<file path="config.mk">
export PLATFORM = sky130hd
export DESIGN_NAME = qdrc_arbiter
export DESIGN_NICKNAME = d
export VERILOG_FILES = /design/src/rtl/qdrc_pkg.sv /design/src/rtl/qdrc_tag_fifo.sv /design/src/rtl/qdrc_arbiter.sv
export SDC_FILE = /design/constraint.sdc
export NUM_CORES = 1
export LEC_CHECK = 0
export ABC_AREA = 1
export CELL_PAD_IN_SITES_DETAIL_PLACEMENT = 0
export CELL_PAD_IN_SITES_GLOBAL_PLACEMENT = 1
export CORE_AREA = 2 2 200 202
export DETAILED_ROUTE_END_ITERATION = 10
export DIE_AREA = 0 0 202 204
export MAX_ROUTING_LAYER = met4
export PLACE_DENSITY_LB_ADDON = 0.1
export SYNTH_ARGS = -nofsm -noshare
export SYNTH_HDL_FRONTEND = slang
export SYNTH_SLANG_ARGS = --single-unit
</file>
<file path="constraint.sdc">
create_clock -name clk0 -period 2.7 [get_ports clk0]
set_input_delay 0.675 -clock clk0 [delete_from_list [all_inputs] [get_ports clk0]]
set_output_delay 0.675 -clock clk0 [all_outputs]
set_load 0.02 [all_outputs]
</file>
<file path="src/rtl/qdrc_pkg.sv">
// Shared types and defaults for the two-port QDR command arbiter.
// cmd_t is sized to the default widths; the arbiter's width parameters must match.
package qdrc_pkg;
  localparam int DEFAULT_TAG_DEPTH  = 16;
  localparam int DEFAULT_DATA_WIDTH = 36;
  localparam int DEFAULT_ADDR_WIDTH = 21;

  typedef logic port_idx_t;

  typedef struct packed {
    logic                              we;
    logic [DEFAULT_ADDR_WIDTH-1:0]     addr;
    logic [2*DEFAULT_DATA_WIDTH-1:0]   wr_data;
  } cmd_t;
endpackage

</file>
<file path="src/rtl/qdrc_tag_fifo.sv">
// 1-bit tag FIFO recording which port issued each outstanding read.
// Pointers carry one extra wrap bit so full and empty are distinguishable.
module qdrc_tag_fifo
  import qdrc_pkg::*;
#(
  parameter int DEPTH = DEFAULT_TAG_DEPTH
) (
  input  logic      clk0,
  input  logic      reset_n,
  input  logic      push,
  input  logic      pop,
  input  port_idx_t din,
  output port_idx_t dout,
  output logic      full,
  output logic      empty
);
  localparam int AW = $clog2(DEPTH);

  logic [AW:0] wr_ptr, rd_ptr;
  port_idx_t   mem [DEPTH];

  assign empty = (wr_ptr == rd_ptr);
  assign full  = (wr_ptr[AW] != rd_ptr[AW]) && (wr_ptr[AW-1:0] == rd_ptr[AW-1:0]);
  assign dout  = mem[rd_ptr[AW-1:0]];

  always_ff @(posedge clk0 or negedge reset_n) begin
    if (!reset_n) begin
      wr_ptr <= '0;
      rd_ptr <= '0;
    end else begin
      if (push && !full)  wr_ptr <= wr_ptr + (AW+1)'(1);
      if (pop  && !empty) rd_ptr <= rd_ptr + (AW+1)'(1);
    end
  end

  always_ff @(posedge clk0) begin
    if (push && !full) mem[wr_ptr[AW-1:0]] <= din;
  end
endmodule

</file>
<file path="src/rtl/qdrc_arbiter.sv">
// Round-robin two-port arbiter in front of the QDR controller user interface,
// with a tag FIFO steering each read return to the port that issued it.
module qdrc_arbiter
  import qdrc_pkg::*;
#(
  parameter int DATA_WIDTH = DEFAULT_DATA_WIDTH,
  parameter int ADDR_WIDTH = DEFAULT_ADDR_WIDTH,
  parameter int TAG_DEPTH  = DEFAULT_TAG_DEPTH
) (
  input  logic                    clk0,
  input  logic                    reset_n,
  input  logic                    phy_rdy,
  input  logic                    p0_req,
  input  logic                    p0_we,
  input  logic [ADDR_WIDTH-1:0]   p0_addr,
  input  logic [2*DATA_WIDTH-1:0] p0_wr_data,
  output logic                    p0_rdy,
  output logic [2*DATA_WIDTH-1:0] p0_rd_data,
  output logic                    p0_rd_dvld,
  input  logic                    p1_req,
  input  logic                    p1_we,
  input  logic [ADDR_WIDTH-1:0]   p1_addr,
  input  logic [2*DATA_WIDTH-1:0] p1_wr_data,
  output logic                    p1_rdy,
  output logic [2*DATA_WIDTH-1:0] p1_rd_data,
  output logic                    p1_rd_dvld,
  output logic                    usr_rd_strb,
  output logic                    usr_wr_strb,
  output logic [ADDR_WIDTH-1:0]   usr_addr,
  output logic [2*DATA_WIDTH-1:0] usr_wr_data,
  input  logic [2*DATA_WIDTH-1:0] usr_rd_data,
  input  logic                    usr_rd_dvld,
  output logic                    tag_err
);
  localparam int NUM_PORTS = 2;

  logic [NUM_PORTS-1:0] req, elig, grant;
  cmd_t [NUM_PORTS-1:0] cmd;
  cmd_t                 sel;
  port_idx_t            rr, gidx, tag_dout;
  logic                 xfer, push, pop, full, empty;
  logic [2*DATA_WIDTH-1:0] rd_data_q;

  assign req    = {p1_req, p0_req};
  assign cmd[0] = cmd_t'{we: p0_we, addr: p0_addr, wr_data: p0_wr_data};
  assign cmd[1] = cmd_t'{we: p1_we, addr: p1_addr, wr_data: p1_wr_data};

  // Reads need a free tag slot; full comes from registered occupancy only.
  for (genvar i = 0; i < NUM_PORTS; i++) begin : g_elig
    assign elig[i] = req[i] & phy_rdy & (cmd[i].we | ~full);
  end

  // Grant is gated by reset so rdy reads 0 the moment reset asserts.
  always_comb begin
    grant = '0;
    if (reset_n) begin
      if (&elig) grant[rr] = 1'b1;
      else       grant     = elig;
    end
  end

  assign p0_rdy = grant[0];
  assign p1_rdy = grant[1];
  assign xfer   = |grant;
  assign gidx   = grant[1];
  assign sel    = cmd[gidx];
  assign push   = xfer & ~sel.we;
  assign pop    = usr_rd_dvld & ~empty;

  always_ff @(posedge clk0 or negedge reset_n) begin
    if (!reset_n) begin
      rr          <= 1'b0;
      usr_wr_strb <= 1'b0;
      usr_rd_strb <= 1'b0;
      usr_addr    <= '0;
      usr_wr_data <= '0;
    end else begin
      usr_wr_strb <= xfer & sel.we;
      usr_rd_strb <= xfer & ~sel.we;
      if (xfer) begin
        rr          <= ~gidx;
        usr_addr    <= sel.addr;
        usr_wr_data <= sel.wr_data;
      end
    end
  end

  qdrc_tag_fifo #(.DEPTH(TAG_DEPTH)) u_tag_fifo (
    .clk0    (clk0),
    .reset_n (reset_n),
    .push    (push),
    .pop     (pop),
    .din     (gidx),
    .dout    (tag_dout),
    .full    (full),
    .empty   (empty)
  );

  // Returns with no outstanding tag are dropped and flagged until reset.
  always_ff @(posedge clk0 or negedge reset_n) begin
    if (!reset_n) begin
      p0_rd_dvld <= 1'b0;
      p1_rd_dvld <= 1'b0;
      rd_data_q  <= '0;
      tag_err    <= 1'b0;
    end else begin
      p0_rd_dvld <= pop & ~tag_dout;
      p1_rd_dvld <= pop &  tag_dout;
      if (pop) rd_data_q <= usr_rd_data;
      tag_err    <= tag_err | (usr_rd_dvld & empty);
    end
  end

  assign p0_rd_data = rd_data_q;
  assign p1_rd_data = rd_data_q;
endmodule
</file>
==> metrics.log, run 1 <==
[metrics] run status: finished clean
[metrics] CTS tree: done
[metrics] Sequential Area: 0.00501 mm2
[metrics] Max IR drop VDD: 412 uV
[metrics] Static Leak: 6.68 nW
[metrics] die area: 0.0412 mm2
[metrics] per-cell routed wire length: 18.3 um
[metrics] highest net fanout along the worst path: 4
[metrics] DRT Wirelength: 37600 um
[metrics] final hold violations: 0
[metrics] total congestion overflow after global routing: 0
[metrics] clock latency reported for the late side of the worst-skew pair: 450 ps
[metrics] horizontal die dimension: 202 um
[metrics] Max Cap Violations: 0
[metrics] DRC violations left: 0
[metrics] Seq/Total Area, Yosys: 54.3%
[metrics] number of nets produced by synthesis: 1342
[metrics] biggest area consumer among synthesized cells: sky130_fd_sc_hd__dfrtp_1
[metrics] number of setup violations in the final report: 0
[metrics] prevailing post-synth register cell: sky130_fd_sc_hd__dfrtp_1
[metrics] synthesis-stage register bit count: 197
[metrics] Max Clock Skew: 8.79 ps
[metrics] via count of the first global-routing pass: 8792
[metrics] sum of negative setup slack: 0 ps
[metrics] DR iter-0 viols: 295
[metrics] layout cell share with drive strength beyond 1: 8.30%
[metrics] switching power: 0.00465 W
[metrics] total number of cells along the worst setup path: 9
[metrics] relative contribution of sequential cells to total power: 34.5%
[metrics] slowest stage cell, crit path: sky130_fd_sc_hd__dfrtp_1
[metrics] unrepaired setup endpoints after global routing: yes
[metrics] ports placed on the boundary: 510
[metrics] global-route wire length before repair: 55500 um
[metrics] buffers and inverters on the worst path: 3
[metrics] share of power burned in the clock network: 21.1%
[metrics] starting density of the core: 23.5%
[metrics] fraction of registers with async set/reset: 91.9%
[metrics] length in cells of the worst reg-to-reg path: 11
[metrics] pin slew with the least headroom to its limit: 787 ps
[metrics] required time of the critical path: 2030 ps
[metrics] relative slew slack: 47.5%
[metrics] fmax: 384 MHz
[metrics] count of pins over their slew limit: 0
[metrics] kind of cell with the highest combined delay on the critical path: simple AND/OR/NAND/NOR gates
[metrics] layout net count: 1777
[metrics] number of sinks driven by the clock tree: 197
[metrics] share of power burned in combinational logic: 44.4%
[metrics] die span in y: 204 um
[metrics] gr usage total: 18.6%
[metrics] deepest level of the CTS H-tree: 4
[metrics] maximum clock insertion buffer count: 2
[metrics] CP max stage delay: 430 ps
[metrics] min-delay worst type: input pin to asynchronous set/reset pin
[metrics] dominant cells by area after synthesis: sky130_fd_sc_hd__dfrtp_1, sky130_fd_sc_hd__nand2_1, sky130_fd_sc_hd__nand3_1
[metrics] maximum number of pins on one net before global-route repair: 86
[metrics] buffers added on ports: 509
[metrics] Final Critical Period: 2610 ps
[metrics] leading cell types by count after synthesis: sky130_fd_sc_hd__nand2_1, sky130_fd_sc_hd__dfrtp_1, sky130_fd_sc_hd__nand3_1, sky130_fd_sc_hd__buf_4, sky130_fd_sc_hd__buf_2
[metrics] final cell area excluding filler cells: 0.0151 mm2
[metrics] Placeable Area: 0.0392 mm2
[metrics] proportion of netlist area held by the largest area contributor: 49.1%
[metrics] number of buffers created by CTS: 17
[metrics] power density over the cells: 817 mW/mm2
[metrics] post-DP HPWL: 28100 um
[metrics] Pwr Total: 0.0124 W
[metrics] Int Power: 0.00770 W
[metrics] Vias/cell: 4.21
[metrics] kind of critical path: register to primary output
[metrics] Clock transition at path regs: 70 ps
[metrics] hold_ws: 247 ps
[metrics] average cell area after synthesis: 8.61 um2
[metrics] number of cells produced by synthesis: 1071
[metrics] via count: 8638
[metrics] area used by multi-input combinational logic: 0.00326 mm2
[metrics] number of placement rows: 73
[metrics] element type at the critical path end: primary output
[metrics] First-pass DRT Iterations: 4
[metrics] DRT antenna net count: 0
[metrics] number of enable flip-flop cells after synthesis: 16
[metrics] post-route fraction of the period consumed by the critical path: 96.5%
[metrics] number of fill cells: 3953
[metrics] P&R area growth vs syn: 64.0%
[metrics] library cell used as clock root buffer: sky130_fd_sc_hd__clkbuf_16
[metrics] data arrival time of the worst path: 1930 ps
[metrics] global placer's final weighted congestion: 0.798
[metrics] antenna violations before repair: 7
[metrics] count of unique library cells instantiated by Yosys: 28
[metrics] dominant cell by count in the synthesized netlist: sky130_fd_sc_hd__nand2_1
[metrics] cell area reported after detailed placement: 0.0145 mm2
[metrics] startpoint types: register
[metrics] CP cell instances: inv_2, nand2_2, nand2_2, nor2_4, nand4_1, buf_4, nand4_1, a21oi_2, buf_12
[metrics] Net Sw Frac: 37.7%
[metrics] warnings from Yosys: 0
[metrics] cell area after technology mapping: 0.00922 mm2
stage by stage:
step / worst slack (ps) / instances / util [%]
2_1_floorplan: 507 / 1071 / -
3_3_place_gp: -277 / 2009 / 37.0
3_5_place_dp: -324 / 2009 / 37.0
4_1_cts: 18.1 / 2040 / 38.4
5_1_grt: -49.4 / 2050 / 38.6
6_report: 94.3 / 2051 / 38.6
final timing paths:
path	start	endpoint	slack, ps
max in group asynchronous	reset_n	u_tag_fifo.wr_ptr[3]	970
hold reg to reg	tag_err	tag_err	490
setup reg to reg	u_tag_fifo.rd_ptr[1]	usr_wr_data[41]	380
hold / removal	reset_n	rr	250
setup / recovery	u_tag_fifo.wr_ptr[0]	p0_rdy	90
min in group clk0	tag_err	tag_err	490
metal layers:
metal | track usage (%) | routed length [um] | up-vias
li1 | - | - | 4238
met1 | 20.5 | 15100 | 4034
met2 | 30.6 | 18300 | 345
met3 | 7.70 | 3650 | 21
met4 | 5.44 | 621 | 0
met5 | - | 0 | -
logic make-up (layout without fill, tap and decap cells):
kind of cell / after synthesis / count (layout) / share of synthesized area [%]
AO/OA/AOI/OAI: 20 / 20 / 1.22
flip-flops: 197 / 197 / 54.3
buffers and inverters: 155 / 602 / 10.7
adder cells (fa/ha/maj): 5 / 5 / 0.678
other: 0 / 8 / 0
AND/OR/NAND/NOR: 686 / 686 / 32.4
XOR/XNOR: 8 / 8 / 0.760
layout by cell type, fill, tap and decap left out, types with 8 or more instances in the layout:
| cell | Yosys | routed |
|---|---|---|
| sky130_fd_sc_hd__clkdlybuf4s50_1 | 0 | 505 |
| sky130_fd_sc_hd__nand2_1 | 448 | 443 |
| sky130_fd_sc_hd__dfrtp_1 | 181 | 177 |
| sky130_fd_sc_hd__nand3_1 | 167 | 167 |
| sky130_fd_sc_hd__buf_4 | 90 | 31 |
| sky130_fd_sc_hd__nor2_1 | 28 | 28 |
| sky130_fd_sc_hd__nand3_2 | 22 | 22 |
| sky130_fd_sc_hd__clkbuf_16 | 0 | 17 |
| sky130_fd_sc_hd__edfxtp_1 | 16 | 16 |
| sky130_fd_sc_hd__inv_2 | 9 | 11 |
| sky130_fd_sc_hd__inv_1 | 13 | 10 |
| sky130_fd_sc_hd__nand4_1 | 10 | 10 |
| sky130_fd_sc_hd__o21ai_0 | 9 | 9 |
| sky130_fd_sc_hd__buf_12 | 0 | 9 |
| sky130_fd_sc_hd__diode_2 | 0 | 8 |
| sky130_fd_sc_hd__nand2_2 | 5 | 8 |
power groups by stage:
stage          Combinational, W  Clock, W  Sequential (W)
6_report                0.00549   0.00261         0.00426
5_1_grt                 0.00591   0.00284         0.00437
4_1_cts                 0.00552   0.00272         0.00428
3_5_place_dp            0.00551         0         0.00432
3_3_place_gp            0.00552         0         0.00432
2_1_floorplan           0.00213         0         0.00500
repair_timing:
item / in CTS / in global routing
endpoints found under the hold margin: 0 / 0
hold buffers: 0 / 0
pin swaps: 1 / 3
buffers inserted: 0 / 3
setup endpoints to repair: 2 / 46
gates resized for setup: 5 / 13
registers in the layout, summed over array words and instances (netlist names):
register           flops
usr_wr_strb            1
usr_rd_strb            1
u_tag_fifo.mem        16
rr                     1
u_tag_fifo.wr_ptr      5
tag_err                1
u_tag_fifo.rd_ptr      5
usr_addr              21
p0_rd_dvld             1
usr_wr_data           72
p1_rd_dvld             1
p0_rd_data            72
final cells by class:
| type | instances | share of cell area [%] |
|---|---|---|
| Multi-Input combinational cell | 719 | 21.6 |
| Clock buffer | 21 | 3.11 |
| Antenna cell | 8 | 0.132 |
| Tap cell | 525 | 4.34 |
| Clock inverter | 10 | 0.695 |
| Sequential cell | 197 | 33.2 |
| Timing Repair Buffer | 549 | 36.4 |
| Inverter | 22 | 0.554 |
(Power assumes the default switching activity.)
==> inputs of run 2 (changes only) <==
Settings changed: ABC_CLOCK_PERIOD_IN_PS from default to 2700, CAP_MARGIN from default to 20.
==> results of run 2 <==
The final DEF is identical to that of run 1; final timing and power are the same.
